$ cat src/rtl/lcd_ctrl_if.sv
// Command-side handshake between display formatting logic and lcd_ctrl.
// The formatter drives a byte plus register-select; the controller answers
// with cmd_ready when it can take the byte this cycle.
interface lcd_ctrl_if;
  logic       cmd_valid;
  logic       cmd_rs;
  logic [7:0] cmd_data;
  logic       cmd_ready;

  // Producer of LCD writes (formatting logic / testbench)
  modport master (
    output cmd_valid,
    output cmd_rs,
    output cmd_data,
    input  cmd_ready
  );

  // The LCD controller itself
  modport slave (
    input  cmd_valid,
    input  cmd_rs,
    input  cmd_data,
    output cmd_ready
  );
endinterface

$ cat src/rtl/lcd_ctrl.sv
// HD44780-class character LCD controller, 8-bit bus, write-only.
// After reset it waits out the power-up delay, plays a fixed four-command
// init sequence, then accepts one command/character write at a time and
// generates the RS/EN/DATA bus with enable-pulse and execution-wait timing.
// Every LCD-side output is a flop so the pins never glitch mid-pulse.
module lcd_ctrl #(
  parameter int         EN_PULSE_CYC   = 24,
  parameter int         CMD_WAIT_CYC   = 2500,
  parameter int         CLR_WAIT_CYC   = 82000,
  parameter int         PWRUP_WAIT_CYC = 750000,
  parameter logic [7:0] FUNC_SET       = 8'h38,
  parameter logic [7:0] DISP_CTRL      = 8'h0C,
  parameter logic [7:0] ENTRY_MODE     = 8'h06,
  parameter int         CNT_W          = 20
) (
  input  logic       clk,
  input  logic       rst,
  lcd_ctrl_if.slave  cmd_if,
  output logic       busy_o,
  output logic       init_done_o,
  output logic       lcd_rs_o,
  output logic       lcd_rw_o,
  output logic       lcd_en_o,
  output logic [7:0] lcd_data_o
);

  typedef enum logic [2:0] {
    ST_PWRUP,
    ST_SETUP,
    ST_EN_HI,
    ST_WAIT,
    ST_IDLE
  } state_t;

  // Terminal counts: the timer runs 0..N-1 in each timed state.
  localparam logic [CNT_W-1:0] PWRUP_LAST = CNT_W'(PWRUP_WAIT_CYC - 1);
  localparam logic [CNT_W-1:0] EN_LAST    = CNT_W'(EN_PULSE_CYC - 1);
  localparam logic [CNT_W-1:0] CMD_LAST   = CNT_W'(CMD_WAIT_CYC - 1);
  localparam logic [CNT_W-1:0] CLR_LAST   = CNT_W'(CLR_WAIT_CYC - 1);
  localparam logic [1:0]       INIT_LAST  = 2'd3;

  state_t           state_q, state_d;
  logic [CNT_W-1:0] timer_q, timer_d;
  logic [1:0]       init_idx_q, init_idx_d;
  logic             in_init_q, in_init_d;
  logic             init_done_q, init_done_d;
  logic             rs_q, rs_d;
  logic [7:0]       data_q, data_d;
  logic             en_q, en_d;
  logic             ready_q, ready_d;
  logic             busy_q, busy_d;

  logic             is_slow_cmd;
  logic [CNT_W-1:0] wait_last;
  logic             accept;

  // Init sequence ROM: function set, display control, clear, entry mode.
  function automatic logic [7:0] init_byte(input logic [1:0] idx);
    case (idx)
      2'd0:    init_byte = FUNC_SET;
      2'd1:    init_byte = DISP_CTRL;
      2'd2:    init_byte = 8'h01;
      default: init_byte = ENTRY_MODE;
    endcase
  endfunction

  // Clear and return-home are the only instructions with the long execution
  // time; the same byte sent as character data uses the normal wait.
  assign is_slow_cmd = !rs_q && ((data_q == 8'h01) || (data_q == 8'h02));
  assign wait_last   = is_slow_cmd ? CLR_LAST : CMD_LAST;

  // ready_q is high exactly while in IDLE, so this is the handshake.
  assign accept = cmd_if.cmd_valid && ready_q;

  // Next-state, latched-byte and output decode for the transfer sequencer.
  always_comb begin
    state_d     = state_q;
    timer_d     = timer_q + CNT_W'(1);
    init_idx_d  = init_idx_q;
    in_init_d   = in_init_q;
    init_done_d = init_done_q;
    rs_d        = rs_q;
    data_d      = data_q;

    case (state_q)
      ST_PWRUP: begin
        if (timer_q == PWRUP_LAST) begin
          state_d    = ST_SETUP;
          init_idx_d = 2'd0;
          in_init_d  = 1'b1;
          rs_d       = 1'b0;
          data_d     = init_byte(2'd0);
        end
      end

      ST_SETUP: begin
        state_d = ST_EN_HI;
      end

      ST_EN_HI: begin
        if (timer_q == EN_LAST) begin
          state_d = ST_WAIT;
        end
      end

      ST_WAIT: begin
        if (timer_q == wait_last) begin
          if (in_init_q && (init_idx_q != INIT_LAST)) begin
            state_d    = ST_SETUP;
            init_idx_d = init_idx_q + 2'd1;
            rs_d       = 1'b0;
            data_d     = init_byte(init_idx_q + 2'd1);
          end else begin
            state_d = ST_IDLE;
            if (in_init_q) begin
              in_init_d   = 1'b0;
              init_done_d = 1'b1;
            end
          end
        end
      end

      ST_IDLE: begin
        timer_d = '0;
        if (accept) begin
          state_d = ST_SETUP;
          rs_d    = cmd_if.cmd_rs;
          data_d  = cmd_if.cmd_data;
        end
      end

      default: begin
        state_d = ST_PWRUP;
      end
    endcase

    // Every state starts its own timing from zero.
    if (state_d != state_q) begin
      timer_d = '0;
    end

    // Outputs are decoded from the state being entered so that the flops
    // present them in the same cycle the state register does.
    en_d    = (state_d == ST_EN_HI);
    ready_d = (state_d == ST_IDLE);
    busy_d  = (state_d != ST_IDLE);
  end

  // State, timer, latched byte and registered outputs.
  always_ff @(posedge clk or posedge rst) begin
    if (rst) begin
      state_q     <= ST_PWRUP;
      timer_q     <= '0;
      init_idx_q  <= 2'd0;
      in_init_q   <= 1'b1;
      init_done_q <= 1'b0;
      rs_q        <= 1'b0;
      data_q      <= 8'h00;
      en_q        <= 1'b0;
      ready_q     <= 1'b0;
      busy_q      <= 1'b1;
    end else begin
      state_q     <= state_d;
      timer_q     <= timer_d;
      init_idx_q  <= init_idx_d;
      in_init_q   <= in_init_d;
      init_done_q <= init_done_d;
      rs_q        <= rs_d;
      data_q      <= data_d;
      en_q        <= en_d;
      ready_q     <= ready_d;
      busy_q      <= busy_d;
    end
  end

  assign cmd_if.cmd_ready = ready_q;
  assign busy_o           = busy_q;
  assign init_done_o      = init_done_q;
  assign lcd_rs_o         = rs_q;
  assign lcd_rw_o         = 1'b0;
  assign lcd_en_o         = en_q;
  assign lcd_data_o       = data_q;

endmodule
$ cat src/flat_wrapper.sv
// flat-port wrapper written by rule: the top's interface ports become plain ports
module lcd_ctrl_flat 
#(
  parameter int         EN_PULSE_CYC   = 24,
  parameter int         CMD_WAIT_CYC   = 2500,
  parameter int         CLR_WAIT_CYC   = 82000,
  parameter int         PWRUP_WAIT_CYC = 750000,
  parameter logic [7:0] FUNC_SET       = 8'h38,
  parameter logic [7:0] DISP_CTRL      = 8'h0C,
  parameter logic [7:0] ENTRY_MODE     = 8'h06,
  parameter int         CNT_W          = 20
)
  (clk, rst, busy_o, init_done_o, lcd_rs_o, lcd_rw_o, lcd_en_o, lcd_data_o, cmd_if_cmd_valid, cmd_if_cmd_rs, cmd_if_cmd_data, cmd_if_cmd_ready);
  lcd_ctrl_if cmd_if_i ();
  input  logic clk;
  input  logic rst;
  output logic busy_o;
  output logic init_done_o;
  output logic lcd_rs_o;
  output logic lcd_rw_o;
  output logic lcd_en_o;
  output logic [7:0] lcd_data_o;
  input wire logic [$bits(cmd_if_i.cmd_valid)-1:0] cmd_if_cmd_valid;
  input wire logic [$bits(cmd_if_i.cmd_rs)-1:0] cmd_if_cmd_rs;
  input wire logic [$bits(cmd_if_i.cmd_data)-1:0] cmd_if_cmd_data;
  output wire logic [$bits(cmd_if_i.cmd_ready)-1:0] cmd_if_cmd_ready;
  assign cmd_if_i.cmd_valid = cmd_if_cmd_valid;
  assign cmd_if_i.cmd_rs = cmd_if_cmd_rs;
  assign cmd_if_i.cmd_data = cmd_if_cmd_data;
  assign cmd_if_cmd_ready = cmd_if_i.cmd_ready;
  lcd_ctrl #(.EN_PULSE_CYC(EN_PULSE_CYC), .CMD_WAIT_CYC(CMD_WAIT_CYC), .CLR_WAIT_CYC(CLR_WAIT_CYC), .PWRUP_WAIT_CYC(PWRUP_WAIT_CYC), .FUNC_SET(FUNC_SET), .DISP_CTRL(DISP_CTRL), .ENTRY_MODE(ENTRY_MODE), .CNT_W(CNT_W)) u_core (.clk(clk), .rst(rst), .cmd_if(cmd_if_i), .busy_o(busy_o), .init_done_o(init_done_o), .lcd_rs_o(lcd_rs_o), .lcd_rw_o(lcd_rw_o), .lcd_en_o(lcd_en_o), .lcd_data_o(lcd_data_o));
endmodule
$ cat config.mk
export PLATFORM = sky130hd
export DESIGN_NAME = lcd_ctrl_flat
export DESIGN_NICKNAME = d
export VERILOG_FILES = /design/src/rtl/lcd_ctrl_if.sv /design/src/rtl/lcd_ctrl.sv /design/src/flat_wrapper.sv
export SDC_FILE = /design/constraint.sdc
export NUM_CORES = 1
export LEC_CHECK = 0
export ABC_AREA = 1
export CORE_ASPECT_RATIO = 1.1
export CORE_UTILIZATION = 30
export CTS_CLUSTER_SIZE = 25
export DETAILED_ROUTE_END_ITERATION = 10
export PLACE_DENSITY = 0.53
export SETUP_SLACK_MARGIN = 0.5
export SYNTH_ARGS = -nofsm -noshare
export SYNTH_HDL_FRONTEND = slang
export SYNTH_SLANG_ARGS = --single-unit
$ cat constraint.sdc
create_clock -name clk -period 3.9 [get_ports clk]
set_clock_uncertainty 0.05 [all_clocks]
set_input_delay 0.585 -clock clk [delete_from_list [all_inputs] [get_ports clk]]
set_output_delay 0.585 -clock clk [all_outputs]
set_load 0.1 [all_outputs]
; Word level (Yosys, flattened, before mapping)
; Index checks and enable logic that the tools add are counted.
[word_totals]
regBits = 39
inputBits = 12
output_inout_bits = 14
elab_cells = 75
[op_classes]
addsub = 2
eq_ne = 21
n_mux = 28
n_bitwise = 1
n_reduce_logical = 13
[ops]
columns = op, count
row1 = 2-to-1 mux 20 bit, 2
row2 = 2-to-1 mux 8 bit, 4
row3 = one-hot mux 8 bit (3 select lines), 1
row4 = "adder 20 x 1 -> 20 bit, second input constant", 1
row5 = == test 20 bit, 1
row6 = "== test 20 bit, second input constant", 1
row7 = "== test 20 x 5 -> 1 bit, second input constant", 1
row8 = one-hot mux 6 bit (3 select lines), 1
row9 = 2-to-1 mux 17 bit, 1
row10 = 2-to-1 mux 3 bit, 5
row11 = one-hot mux 3 bit (5 select lines), 1
row12 = AND reduction 4 bit, 3
row13 = "== test 3 x 2 -> 1 bit, second input constant", 3
row14 = "== test 8 x 1 -> 1 bit, second input constant", 1
row15 = "== test 8 x 2 -> 1 bit, second input constant", 1
row16 = "inequality test 2 x 1 -> 1 bit, second input constant", 4
row17 = 2-to-1 mux 1 bit, 7
row18 = "== test 3 bit, second input constant", 2
row19 = 2-to-1 mux 2 bit, 3
row20 = AND reduction 5 bit, 1
row21 = "inequality test 2 bit, second input constant", 2
row22 = one-hot mux 2 bit (2 select lines), 1
row23 = "== test 3 x 1 -> 1 bit, second input constant", 1
row24 = logical AND 1 bit, 3
row25 = other kinds (14), 14

; Longest topological paths before layout
[logic_depth]
depth_word = 9
depth_mapped = 12
ltp_nobuf = 12

; Worst setup path after synthesis
; OpenSTA, ideal clock, no wires.
[synth_timing]
kind = register -> register
start = register u_core.data_q[0], in the netlist u_core.lcd_data_o[0]
end = register u_core.data_q[0], in the netlist u_core.lcd_data_o[0]
setup_time_ns = 0.122
arrival_time_ns = 2.044
required_time_ns = 3.728
setup_slack_ns = 1.685
stages_incl_launch_ff = 12
n_path_buf = 1
period_less_slack_ns = 2.215
cell_sequence = dfrtp_1 -> inv_1 -> nand2_1 -> nand2_1 -> and2_2 -> nand3_1 -> nand3_2 -> nand2_4 -> nand4_4 -> buf_6 -> nand2_2 -> o21ai_2
[synth_via]
elab_chain_cells = 7
word_cells_on_any_way = 8
cone_classes = 4 x eq/ne / 1 x mux / 3 x reduce/logical
[synth_lines]
columns = item, line
row1 = from (decl), lcd_ctrl.sv:48  ; logic [7:0] data_q, data_d;
row2 = from (signal assigned), lcd_ctrl.sv:169  ; data_q <= data_d;
row3 = == test 8 x 1 -> 1 bit or == test 8 x 2 -> 1 bit (tied branches), lcd_ctrl.sv:69  ; assign is_slow_cmd = !rs_q && ((data_q == 8'h01) || (data_q == 8'h02));
row4 = logical OR 1 bit *, lcd_ctrl.sv:69
row5 = logical AND 1 bit *, lcd_ctrl.sv:69
row6 = 2-to-1 mux 17 bit *, lcd_ctrl.sv:70  ; assign wait_last = is_slow_cmd ? CLR_LAST : CMD_LAST;
row7 = == test 20 bit *, lcd_ctrl.sv:107  ; if (timer_q == wait_last) begin
row8 = inequality test 2 x 1 -> 1 bit (no line) *, n/a
row9 = AND reduction 5 bit (no line) *, n/a
; Mark *: on every way between the ends. The rest lies on a longest branch, timed or not.
; A chain may end at the register's enable or synchronous reset.

; Worst setup path after layout
[layout_timing]
start = register u_core.state_q[0]
end = register u_core.timer_q[13]
[layout_via]
elab_chain_cells = 4
word_cells_on_any_way = 13
cone_classes = 5 x eq/ne / 7 x mux / 1 x reduce/logical
[layout_lines]
columns = item, line
row1 = from (decl), lcd_ctrl.sv:42  ; state_t state_q, state_d;
row2 = from (signal assigned), lcd_ctrl.sv:163  ; state_q <= state_d;
row3 = == test 3 bit (tied with other cells), lcd_ctrl.sv:85  ; case (state_q)
row4 = one-hot mux 3 bit (5 select lines), lcd_ctrl.sv:85
row5 = inequality test 3 bit, lcd_ctrl.sv:138  ; if (state_d != state_q) begin
row6 = 2-to-1 mux 20 bit *, lcd_ctrl.sv:138
row7 = via u_core.timer_d[13], lcd_ctrl.sv:43  ; logic [CNT_W-1:0] timer_q, timer_d;
row8 = to (signal assigned), lcd_ctrl.sv:164  ; timer_q <= timer_d;
row9 = to (decl), lcd_ctrl.sv:43
; Mark *: on every way through the listed nets, which the timed path passes. The rest lies on a longest branch.

==> run summary <==
Status: completed
Max Cap Violations: 0
RSZ-0062 raised after global routing: false
Pre-CTS setup slack: 1188 ps
Slew HR: 35.28%
Slowest-stage cell, CP: nand2_1
I/O pin count: 26
Setup bufs post-CTS: 0
Num rows: 34
Share of power burned in registers: 51.8%
TritonCTS clock tree: yes
VDD IR max: 0.0001053 V
Drt total wl: 5640 um
Combinational Power Share: 3.1%
H-tree depth: 2
Minimum clock period after layout: 2668 ps
Hold Path Sink: u_core.init_done_o
Post_cts resized: 0
Synthesis-to-layout area growth: 17.85%
Tightest Pin Transition: 967.7 ps
Fin. max-slew vios: 0
Clk pwr share: 45.0%
Die Height: 97.12 um
Leak Pwr: 1.366 nW
Worst reg2reg startpoint: u_core.state_q[0]
Top post-synthesis cells by count: nand2_1, inv_1, dfrtp_1, nor2_1, nand3_1
Diode count: 0
Most used DFF post-synth: dfrtp_1
Post-route non-filler standard cell count: 465
Seq/Total Area, Yosys: 39.66%
Worst-path cell chain: nor2_1, nand2_1, nor2_1, a21oi_1, nand2_1, nor2_1, nand3_1, nand3_2, nor2_1
Vias: 2,153
Yosys warning total: 0
Switching share of power: 20.26%
GRT Total Usage: 15.12%
Cts hold-fix bufs: 0
Top-count cell post-synth: nand2_1
Initial antenna violation count: 0
Dpl cells: 457
Sw power: 0.0001579 W
PortBufs: 24
Share of the synthesized area in the top cell type: 37.53%
Nets: 373
Critical path launch point type: register
Crit end category: register
Most used cell, CP: nor2_1
Drt drc: 0
Critical path required time: 4050 ps
Fmax: 374.8 MHz
Clock root buffer: clkbuf_8
CP top delay family: simple AND/OR/NAND/NOR gates
Largest net degree at the start of global routing: 40
Die width: 88.47 um
Top post-synthesis cells by area: dfrtp_1, nand2_1, inv_1
Total power: 0.0007794 W
Endpoints failing hold: 0
Synth unique cells: 36
First-pass GRT wire length: 10,230 um
Layout fillers: 869
Fin Hold WS: 424.8 ps
Via density per instance: 4.630
GPL Wtd Cong: 0.8976
DIE AREA: 8592 um2
Worst setup margin: 1232 ps
Crit path buffers/inverters: 0
CP peak stage delay: 470 ps
Worst R2R Path Depth: 9
Mapped Cells: 330
DRT iter0 DRCs: 96
Vias in the first global route: 2,237
Setup TNS: 0 ps
DRT Pass-1 Iters: 4
Core Footprint: 7955 um2
Synth async-reset ratio: 100.0%
Routed WL per cell: 12.13 um
Reg2Reg Setup Slack: 1230 ps
Worst Path Class, Setup: reg -> reg
Max Root-Sink Buffers: 2
Post-synth EDFFs: 0
Seq cells post-synth: 39
Hold_sp: u_core.init_done_o
Mapped Area: 2467 um2
Initial Util: 31.02%
Final setup vio count: 0
Crit path arrival time: 2820 ps
Leading area contributor after synthesis: dfrtp_1
Period utilisation layout: 68.42%
Syn_nets: 347
Min-Delay Path Class: reg -> reg
Worst Path Max Fanout: 20
R2R Path End: u_core.timer_q[13]
CTS buffer count: 5
DP Wirelength: 4326 um
Layout cells sized above 1: 15.13%
Post-Syn Area per Cell: 7.477 um2
CTS sink cnt: 39
Clk pin slew, worst setup/hold paths: 80 ps
Hold Path Cell Cnt: 1
Antenna Nets Post-Route: 0
Worst skew pair latency: 300 ps
PwrDens: 268.1 nW/um2
Grt ovf: 0
P_int: 0.0006215 W
[power by group through the flow]
stage | Combinational, W | Sequential [W] | Clock, W
after global placement | 0.0000254 | 0.000412 | 0
after detailed placement | 0.0000250 | 0.000412 | 0
after floorplan | 0.0000109 | 0.000412 | 0
final | 0.0000242 | 0.000404 | 0.000351
after global routing | 0.0000269 | 0.000404 | 0.000380
after CTS | 0.0000252 | 0.000404 | 0.000364
[layer usage]
layer | wire length [um] | vias up | track usage (%)
li1 | - | 1104 | -
met1 | 2627 | 994 | 18.74
met2 | 2670 | 46 | 25.68
met3 | 260 | 9 | 3.059
met4 | 82 | 0 | 5.087
met5 | 0 | - | 0
[how the worst max path moves through the flow]
stage,cells past startpoint,startpoint,endpoint,slack (ps)
floorplan,11,u_core.lcd_data_o[0],u_core.lcd_data_o[0],1680
global placement,9,u_core.state_q[0],u_core.timer_q[16],1340
detailed placement,9,u_core.state_q[0],u_core.timer_q[13],1190
CTS,9,u_core.state_q[0],u_core.timer_q[13],1170
global route,9,u_core.state_q[0],u_core.timer_q[14],880
finish,9,u_core.state_q[0],u_core.timer_q[13],1230
[state kept, by name (all words and copies together), names as in the netlist]
name / flops
u_core.timer_q: 20
u_core.lcd_data_o: 8
u_core.state_q: 3
u_core.init_idx_q: 2
u_core.busy_o: 1
u_core.cmd_if.cmd_ready: 1
u_core.in_init_q: 1
u_core.init_done_o: 1
u_core.lcd_en_o: 1
u_core.lcd_rs_o: 1
[cell usage in the layout, fill, tap and decap left out, types with 2 or more instances in the layout]
| cell type | n |
|---|---|
| nand2_2 | 3 |
| a21oi_2 | 2 |
| dfstp_2 | 2 |
| nor2_2 | 12 |
| nand3_2 | 2 |
| nand4_1 | 9 |
| nor3_1 | 8 |
| nor3_2 | 4 |
| or2_2 | 4 |
| nor2_1 | 37 |
| a21oi_1 | 6 |
| nor4_1 | 3 |
| clkdlybuf4s50_1 | 24 |
| o21ai_0 | 12 |
| dfrtp_1 | 37 |
| inv_1 | 49 |
| o211ai_1 | 3 |
| nand2_1 | 74 |
| inv_2 | 4 |
| o21ai_2 | 6 |
| a22o_1 | 2 |
| clkbuf_8 | 6 |
| nand3_1 | 28 |
| ha_1 | 5 |
[area by class of cell]
| type | count | area (um2) | area share, % |
|---|---|---|---|
| tap | 108 | 135.1 | 4.647 |
| multi-input combinational | 231 | 1226 | 42.17 |
| inverter | 54 | 202.7 | 6.971 |
| clock buffer | 6 | 82.58 | 2.840 |
| clock inverter | 2 | 35.03 | 1.205 |
| timing repair buffer | 25 | 247.7 | 8.520 |
| sequential | 39 | 978.4 | 33.65 |
[cells by family after synthesis]
kind of cell,Yosys count,synth area share (%)
simple gates,190,37.73
buf+inv,60,10.65
flops,39,39.66
compound gates,35,9.280
fa+ha+maj,5,2.535
other cells,1,0.1520
[per-stage QoR]
stage | utilization (%) | area (um2)
finish | 36.55 | 2908
global route | 36.55 | 2908
CTS | 36.55 | 2908
detailed placement | 35.07 | 2790
global placement | 35.07 | 2790
floorplan | - | 2467
No activity file was read; power rests on OpenSTA's default activity.
